## src/rtl/rambus_arb_pkg.sv

```systemverilog
// Shared types and field widths for the rambus Wishbone arbiter.
package rambus_arb_pkg;

    typedef enum logic [1:0] {
        IDLE  = 2'd0,
        BUSY  = 2'd1,
        ABORT = 2'd2
    } arb_state_t;

    localparam int WDOG_WIDTH = 8;
    localparam int SEL_WIDTH  = 4;
    localparam int DAT_WIDTH  = 32;

endpackage

```

## src/rtl/rambus_arbiter_rr.sv

```systemverilog
// Combinational round-robin picker: grants the first requester after the
// one-hot 'last' owner, wrapping around.
module rr_arbiter
    import rambus_arb_pkg::*;
#(
    parameter int N = 2
) (
    input  logic [N-1:0] req,
    input  logic [N-1:0] last,
    output logic [N-1:0] gnt
);

    // One extra bit so the rotate amount can equal N when the last owner is N-1.
    localparam int IW = $clog2(N) + 1;

    logic [IW-1:0]  shamt;
    logic [2*N-1:0] req_dbl;
    logic [N-1:0]   req_rot;
    logic [N-1:0]   rot_gnt;
    logic [2*N-1:0] gnt_dbl;

    always_comb begin
        shamt = '0;
        for (int i = 0; i < N; i++) begin
            if (last[i]) begin
                shamt = IW'(i + 1);
            end
        end
    end

    assign req_dbl = {req, req};
    assign req_rot = N'(req_dbl >> shamt);

    always_comb begin
        rot_gnt = '0;
        for (int j = N - 1; j >= 0; j--) begin
            if (req_rot[j]) begin
                rot_gnt    = '0;
                rot_gnt[j] = 1'b1;
            end
        end
    end

    // Rotate the winner back and fold the wrapped half onto the low half.
    assign gnt_dbl = {{N{1'b0}}, rot_gnt} << shamt;
    assign gnt     = gnt_dbl[N-1:0] | gnt_dbl[2*N-1:N];

endmodule

```

## src/rtl/rambus_arbiter.sv

```systemverilog
// Round-robin arbiter sharing the OpenRAM rambus Wishbone port between
// several masters, with grant held per CYC and a no-ack watchdog.
module rambus_arbiter
    import rambus_arb_pkg::*;
#(
    parameter int NUM_MASTERS    = 2,
    parameter int ADDR_WIDTH     = 10,
    parameter int TIMEOUT_CYCLES = 255
) (
    input  logic                              wb_clk_i,
    input  logic                              wb_rst_ni,
    input  logic [NUM_MASTERS-1:0]            m_cyc_i,
    input  logic [NUM_MASTERS-1:0]            m_stb_i,
    input  logic [NUM_MASTERS-1:0]            m_we_i,
    input  logic [4*NUM_MASTERS-1:0]          m_sel_i,
    input  logic [ADDR_WIDTH*NUM_MASTERS-1:0] m_adr_i,
    input  logic [32*NUM_MASTERS-1:0]         m_dat_i,
    output logic [NUM_MASTERS-1:0]            m_ack_o,
    output logic [NUM_MASTERS-1:0]            m_err_o,
    output logic [31:0]                       m_dat_o,
    output logic                              rambus_wb_clk_o,
    output logic                              rambus_wb_rst_o,
    output logic                              rambus_wb_cyc_o,
    output logic                              rambus_wb_stb_o,
    output logic                              rambus_wb_we_o,
    output logic [3:0]                        rambus_wb_sel_o,
    output logic [ADDR_WIDTH-1:0]             rambus_wb_adr_o,
    output logic [31:0]                       rambus_wb_dat_o,
    input  logic                              rambus_wb_ack_i,
    input  logic [31:0]                       rambus_wb_dat_i,
    output logic [NUM_MASTERS-1:0]            arb_grant_o,
    output logic                              arb_timeout_o
);

    localparam logic [NUM_MASTERS-1:0] LAST_RESET = {1'b1, {(NUM_MASTERS-1){1'b0}}};
    localparam logic [WDOG_WIDTH-1:0]  WDOG_LIMIT = WDOG_WIDTH'(TIMEOUT_CYCLES - 1);

    arb_state_t                 state_reg;
    logic [NUM_MASTERS-1:0]     grant_reg;
    logic [NUM_MASTERS-1:0]     last_grant_reg;
    logic [WDOG_WIDTH-1:0]      wdog_reg;

    logic [NUM_MASTERS-1:0]     req;
    logic [NUM_MASTERS-1:0]     pick;

    logic [SEL_WIDTH-1:0]       sel_arr [NUM_MASTERS];
    logic [ADDR_WIDTH-1:0]      adr_arr [NUM_MASTERS];
    logic [DAT_WIDTH-1:0]       dat_arr [NUM_MASTERS];

    logic                       mux_cyc;
    logic                       mux_stb;
    logic                       mux_we;
    logic [SEL_WIDTH-1:0]       mux_sel;
    logic [ADDR_WIDTH-1:0]      mux_adr;
    logic [DAT_WIDTH-1:0]       mux_dat;
    logic                       bus_busy;
    logic                       bus_abort;

    genvar gi;
    generate
        for (gi = 0; gi < NUM_MASTERS; gi++) begin : g_slice
            assign sel_arr[gi] = m_sel_i[gi*SEL_WIDTH +: SEL_WIDTH];
            assign adr_arr[gi] = m_adr_i[gi*ADDR_WIDTH +: ADDR_WIDTH];
            assign dat_arr[gi] = m_dat_i[gi*DAT_WIDTH +: DAT_WIDTH];
        end
    endgenerate

    assign req = m_cyc_i & m_stb_i;

    rr_arbiter #(
        .N (NUM_MASTERS)
    ) u_rr (
        .req  (req),
        .last (last_grant_reg),
        .gnt  (pick)
    );

    // Grant is one-hot (or zero), so a plain select loop is an AND-OR mux.
    always_comb begin
        mux_cyc = 1'b0;
        mux_stb = 1'b0;
        mux_we  = 1'b0;
        mux_sel = '0;
        mux_adr = '0;
        mux_dat = '0;
        for (int k = 0; k < NUM_MASTERS; k++) begin
            if (grant_reg[k]) begin
                mux_cyc = m_cyc_i[k];
                mux_stb = m_stb_i[k];
                mux_we  = m_we_i[k];
                mux_sel = sel_arr[k];
                mux_adr = adr_arr[k];
                mux_dat = dat_arr[k];
            end
        end
    end

    always_ff @(posedge wb_clk_i or negedge wb_rst_ni) begin
        if (!wb_rst_ni) begin
            state_reg      <= IDLE;
            grant_reg      <= '0;
            last_grant_reg <= LAST_RESET;
            wdog_reg       <= '0;
        end else begin
            case (state_reg)
                IDLE: begin
                    wdog_reg <= '0;
                    if (|req) begin
                        grant_reg <= pick;
                        state_reg <= BUSY;
                    end
                end
                BUSY: begin
                    if (!mux_cyc) begin
                        last_grant_reg <= grant_reg;
                        grant_reg      <= '0;
                        wdog_reg       <= '0;
                        state_reg      <= IDLE;
                    end else if (rambus_wb_ack_i) begin
                        // An ack on the limit cycle still completes the beat.
                        wdog_reg <= '0;
                    end else if (mux_stb) begin
                        if (wdog_reg == WDOG_LIMIT) begin
                            state_reg <= ABORT;
                        end else begin
                            wdog_reg <= wdog_reg + 1'b1;
                        end
                    end
                end
                ABORT: begin
                    last_grant_reg <= grant_reg;
                    grant_reg      <= '0;
                    wdog_reg       <= '0;
                    state_reg      <= IDLE;
                end
                default: begin
                    grant_reg <= '0;
                    wdog_reg  <= '0;
                    state_reg <= IDLE;
                end
            endcase
        end
    end

    assign bus_busy  = (state_reg == BUSY);
    assign bus_abort = (state_reg == ABORT);

    assign rambus_wb_clk_o = wb_clk_i;
    assign rambus_wb_rst_o = ~wb_rst_ni;
    assign rambus_wb_cyc_o = bus_busy & mux_cyc;
    assign rambus_wb_stb_o = bus_busy & mux_stb;
    assign rambus_wb_we_o  = bus_busy & mux_we;
    assign rambus_wb_sel_o = bus_busy ? mux_sel : '0;
    assign rambus_wb_adr_o = bus_busy ? mux_adr : '0;
    assign rambus_wb_dat_o = bus_busy ? mux_dat : '0;

    assign m_ack_o       = bus_busy ? (grant_reg & {NUM_MASTERS{rambus_wb_ack_i}}) : '0;
    assign m_dat_o       = bus_busy ? rambus_wb_dat_i : '0;
    assign m_err_o       = bus_abort ? grant_reg : '0;
    assign arb_timeout_o = bus_abort;
    assign arb_grant_o   = grant_reg;

endmodule
```

## config.mk

```make
export PLATFORM = sky130hd
export DESIGN_NAME = rambus_arbiter
export DESIGN_NICKNAME = d
export VERILOG_FILES = /design/src/rtl/rambus_arb_pkg.sv /design/src/rtl/rambus_arbiter_rr.sv /design/src/rtl/rambus_arbiter.sv
export SDC_FILE = /design/constraint.sdc
export NUM_CORES = 1
export LEC_CHECK = 0
export CAP_MARGIN = 20
export CELL_PAD_IN_SITES_DETAIL_PLACEMENT = 2
export CELL_PAD_IN_SITES_GLOBAL_PLACEMENT = 2
export CORE_MARGIN = 2
export CORE_UTILIZATION = 24
export DETAILED_ROUTE_END_ITERATION = 6
export DONT_BUFFER_PORTS = 1
export PLACE_DENSITY_LB_ADDON = 0.1
export SLEW_MARGIN = 40
export SYNTH_ARGS = -nofsm -noshare
export SYNTH_HDL_FRONTEND = slang
export SYNTH_HIERARCHICAL = 1
export SYNTH_SLANG_ARGS = --single-unit
```

## constraint.sdc

```tcl
create_clock -name wb_clk_i -period 1.6 [get_ports wb_clk_i]
set_input_delay 0.08 -clock wb_clk_i [delete_from_list [all_inputs] [get_ports wb_clk_i]]
set_output_delay 0.08 -clock wb_clk_i [all_outputs]
set_load 0.03 [all_outputs]
```

==> out/results.ini <==
[clocking]
h-tree-depth = 1
clk_latency_ns = 0.25
numCtsBuffers = 3
clock-sinks = 14
cts-root-buf = clkbuf_8
tritoncts = built
cts.clk_slew.worst_paths_ns = 0.07
cts_buffer_depth = 2

[critical_path]
worst_path_max_delay_cell = dfrtp_2
worst-path-buf-inv = 4
critPathMaxStageDelay_ns = 0.43
worstRegToRegCells = 6
cp_common_cell = buf_6
rr_startpoint = arb_grant_o[1]
cp-end-kind = primary output
path_delay_family = buffers and inverters
crit_type = flop to primary output
arrival_ns = 1.62
crit_chain = buf_6 > nor2b_4 > buf_12 > clkbuf_16 > a22oi_2 > nor2_2 > buf_6
cp-start-kind = flop
cp.required_ns = 1.52
critPathMaxFanout = 11
r2r_end = wdog_reg[3]
regToRegSetupSlack_ns = -0.04

[grt]
antenna_found_initial = 0
grt_pass1_wl_um = 12400
grt_max_degree = 49
grt_use_total = 0.205
grt_pass1_vias = 2363
overflow = 0

[synth]
yosysTopAreaCellShare = 0.208
synth-async-reset-ratio = 1.00
synth_cells = 240
synth_common_cells = nor2_1 (52), a22oi_1 (47), and2_1 (38), dfrtp_1 (13), clkbuf_1 (11)
synth-seq-cells = 14
synth.area.top_cells = a22oi_1 (21%), dfrtp_1 (19%), and2_1 (14%)
syn-num-nets = 375
yosysTopAreaCell = a22oi_1
synth-edff-count = 0
syn_area_per_cell_um2 = 7.06
yosysWarnings = 6
synth_most_common_cell = nor2_1
yosysSeqAreaShare = 0.208
ys_types = 40
synth_ff_type = dfrtp_1
netlist_area_um2 = 1690

[sta]
fin_ws_ns = -0.0957
min_period_over_period = 1.06
tightest_slew_ns = 0.704
layout_min_cycle_time_ns = 1.70
rsz0062_at_grt = yes
hold_viol = 0
tns_ns = -2.04
max_slew_margin = 0.529
drv_slew = 0
finalSetupViolations = 51
finalClockSkew_ns = 0.00513
clock.fmax_mhz = 590

[final_layout]
final_cells = 438
diodes = 0
nNetsFinal = 478
area_growth_pct = 99.3
largest_reg_flops = 8
drive_above_1_share = 0.687

[pwr]
ir_drop_uv = 615
power_density_nw_per_um2 = 1510
cellLeakagePower_nw = 1.33

[drt]
drt_first_pass_iters = 4
vias = 2353
postRouteAntennaNets = 0
drt-initial-drc-count = 37
finalWirelength_um = 9690
wl_per_cell_um = 22.1
vias_per_cell = 5.37
drc = 0

[hold_path]
hp-class = primary input to flop
hold_depth = 2
min_to = state_reg[1]
min_from = rambus_wb_ack_i

[place]
place_hpwl_um = 6620
placed_cells = 415
io_buffers = 0
post-place-ws_ns = -0.0691
place_congestion = 0.735

[floorplan]
rows = 30
core_um2 = 6790
ioPinCount = 223
dieArea_um2 = 7750
die_y_um = 88.0
die_x_um = 88.0
start_util = 0.249

[outcome]
violations = negative setup slack
status = finished, violations left

[run]
drv_cap = 0

[kinds of logic after synthesis]
kind of cell / share of synthesized area
buffers and inverters: 0.0709
adder cells (fa/ha/maj): 0.0148
AND/OR/NAND/NOR: 0.369
flip-flops: 0.208
AO/OA/AOI/OAI: 0.313
XOR/XNOR: 0.00517
multiplexers: 0.0199
[how the worst max path moves through the flow]
stage / start / to / slack (ns) / cells after the start
6_report: arb_grant_o[1] / rambus_wb_dat_o[17] / -0.1 / 7
5_1_grt: arb_grant_o[1] / rambus_wb_dat_o[23] / -0.15 / 7
4_1_cts: arb_grant_o[1] / rambus_wb_we_o / -0.09 / 7
3_5_place_dp: wdog_reg[0] / state_reg[0] / -0.07 / 6
3_3_place_gp: wdog_reg[0] / state_reg[0] / -0.03 / 6
2_1_floorplan: state_reg[1] / rambus_wb_dat_o[30] / 0.009 / 4
[report_power, final]
group / internal (mW) / switching, mW
clock: 0.219 / 0.147
combinational: 1.77 / 2.49
sequential: 0.417 / 0.0531
total: 2.41 / 2.69
[per-stage QoR]
stage          hold WS, ns  power [mW]  area, um2  utilization
2_1_floorplan       -0.216        2.90       1810            -
3_3_place_gp        -0.215        3.88       2610        0.385
3_5_place_dp        -0.215        3.94       2610        0.385
4_1_cts             0.0356        4.77       3030        0.446
5_1_grt             0.0388        5.38       3380        0.497
6_report            0.0373        5.10       3380        0.497
[cells in the final DEF (no fill, tap or decap), types with 4 or more instances in the layout]
cell / instances
buf_4: 63
buf_6: 46
nor2_2: 41
a22oi_2: 39
and2_1: 37
nor2_1: 11
dfrtp_1: 11
a22oi_1: 8
nand2_1: 6
o21ai_0: 5
a21oi_2: 5
buf_12: 5
o31ai_1: 4
clkbuf_8: 4
[repair_timing]
item / in CTS / in global routing
hold buffers: 1 / 0
hold endpoints to repair: 14 / 0
setup endpoints to repair: 57 / 92
cloned: 2 / 3
gates resized for setup: 60 / 61
buffers inserted: 9 / 6
pin swaps: 10 / 11
[cell type report]
class                      count  area (um2)
fill                         715        3420
multi-input combinational    200        1630
timing repair buffer         120        1210
sequential                    14         354
tap                           96         120
clock buffer                   4        55.1
inverter                       4        15.0
[per-layer routing]
layer  vias up  share of wire  global-route usage
met2       128           0.57               0.411
met4         0         0.0059              0.0303
met3         7          0.070              0.0320
met1      1157           0.35               0.228
li1       1061              -                   -
met5         -              0                   0
(Power assumes the default switching activity.)
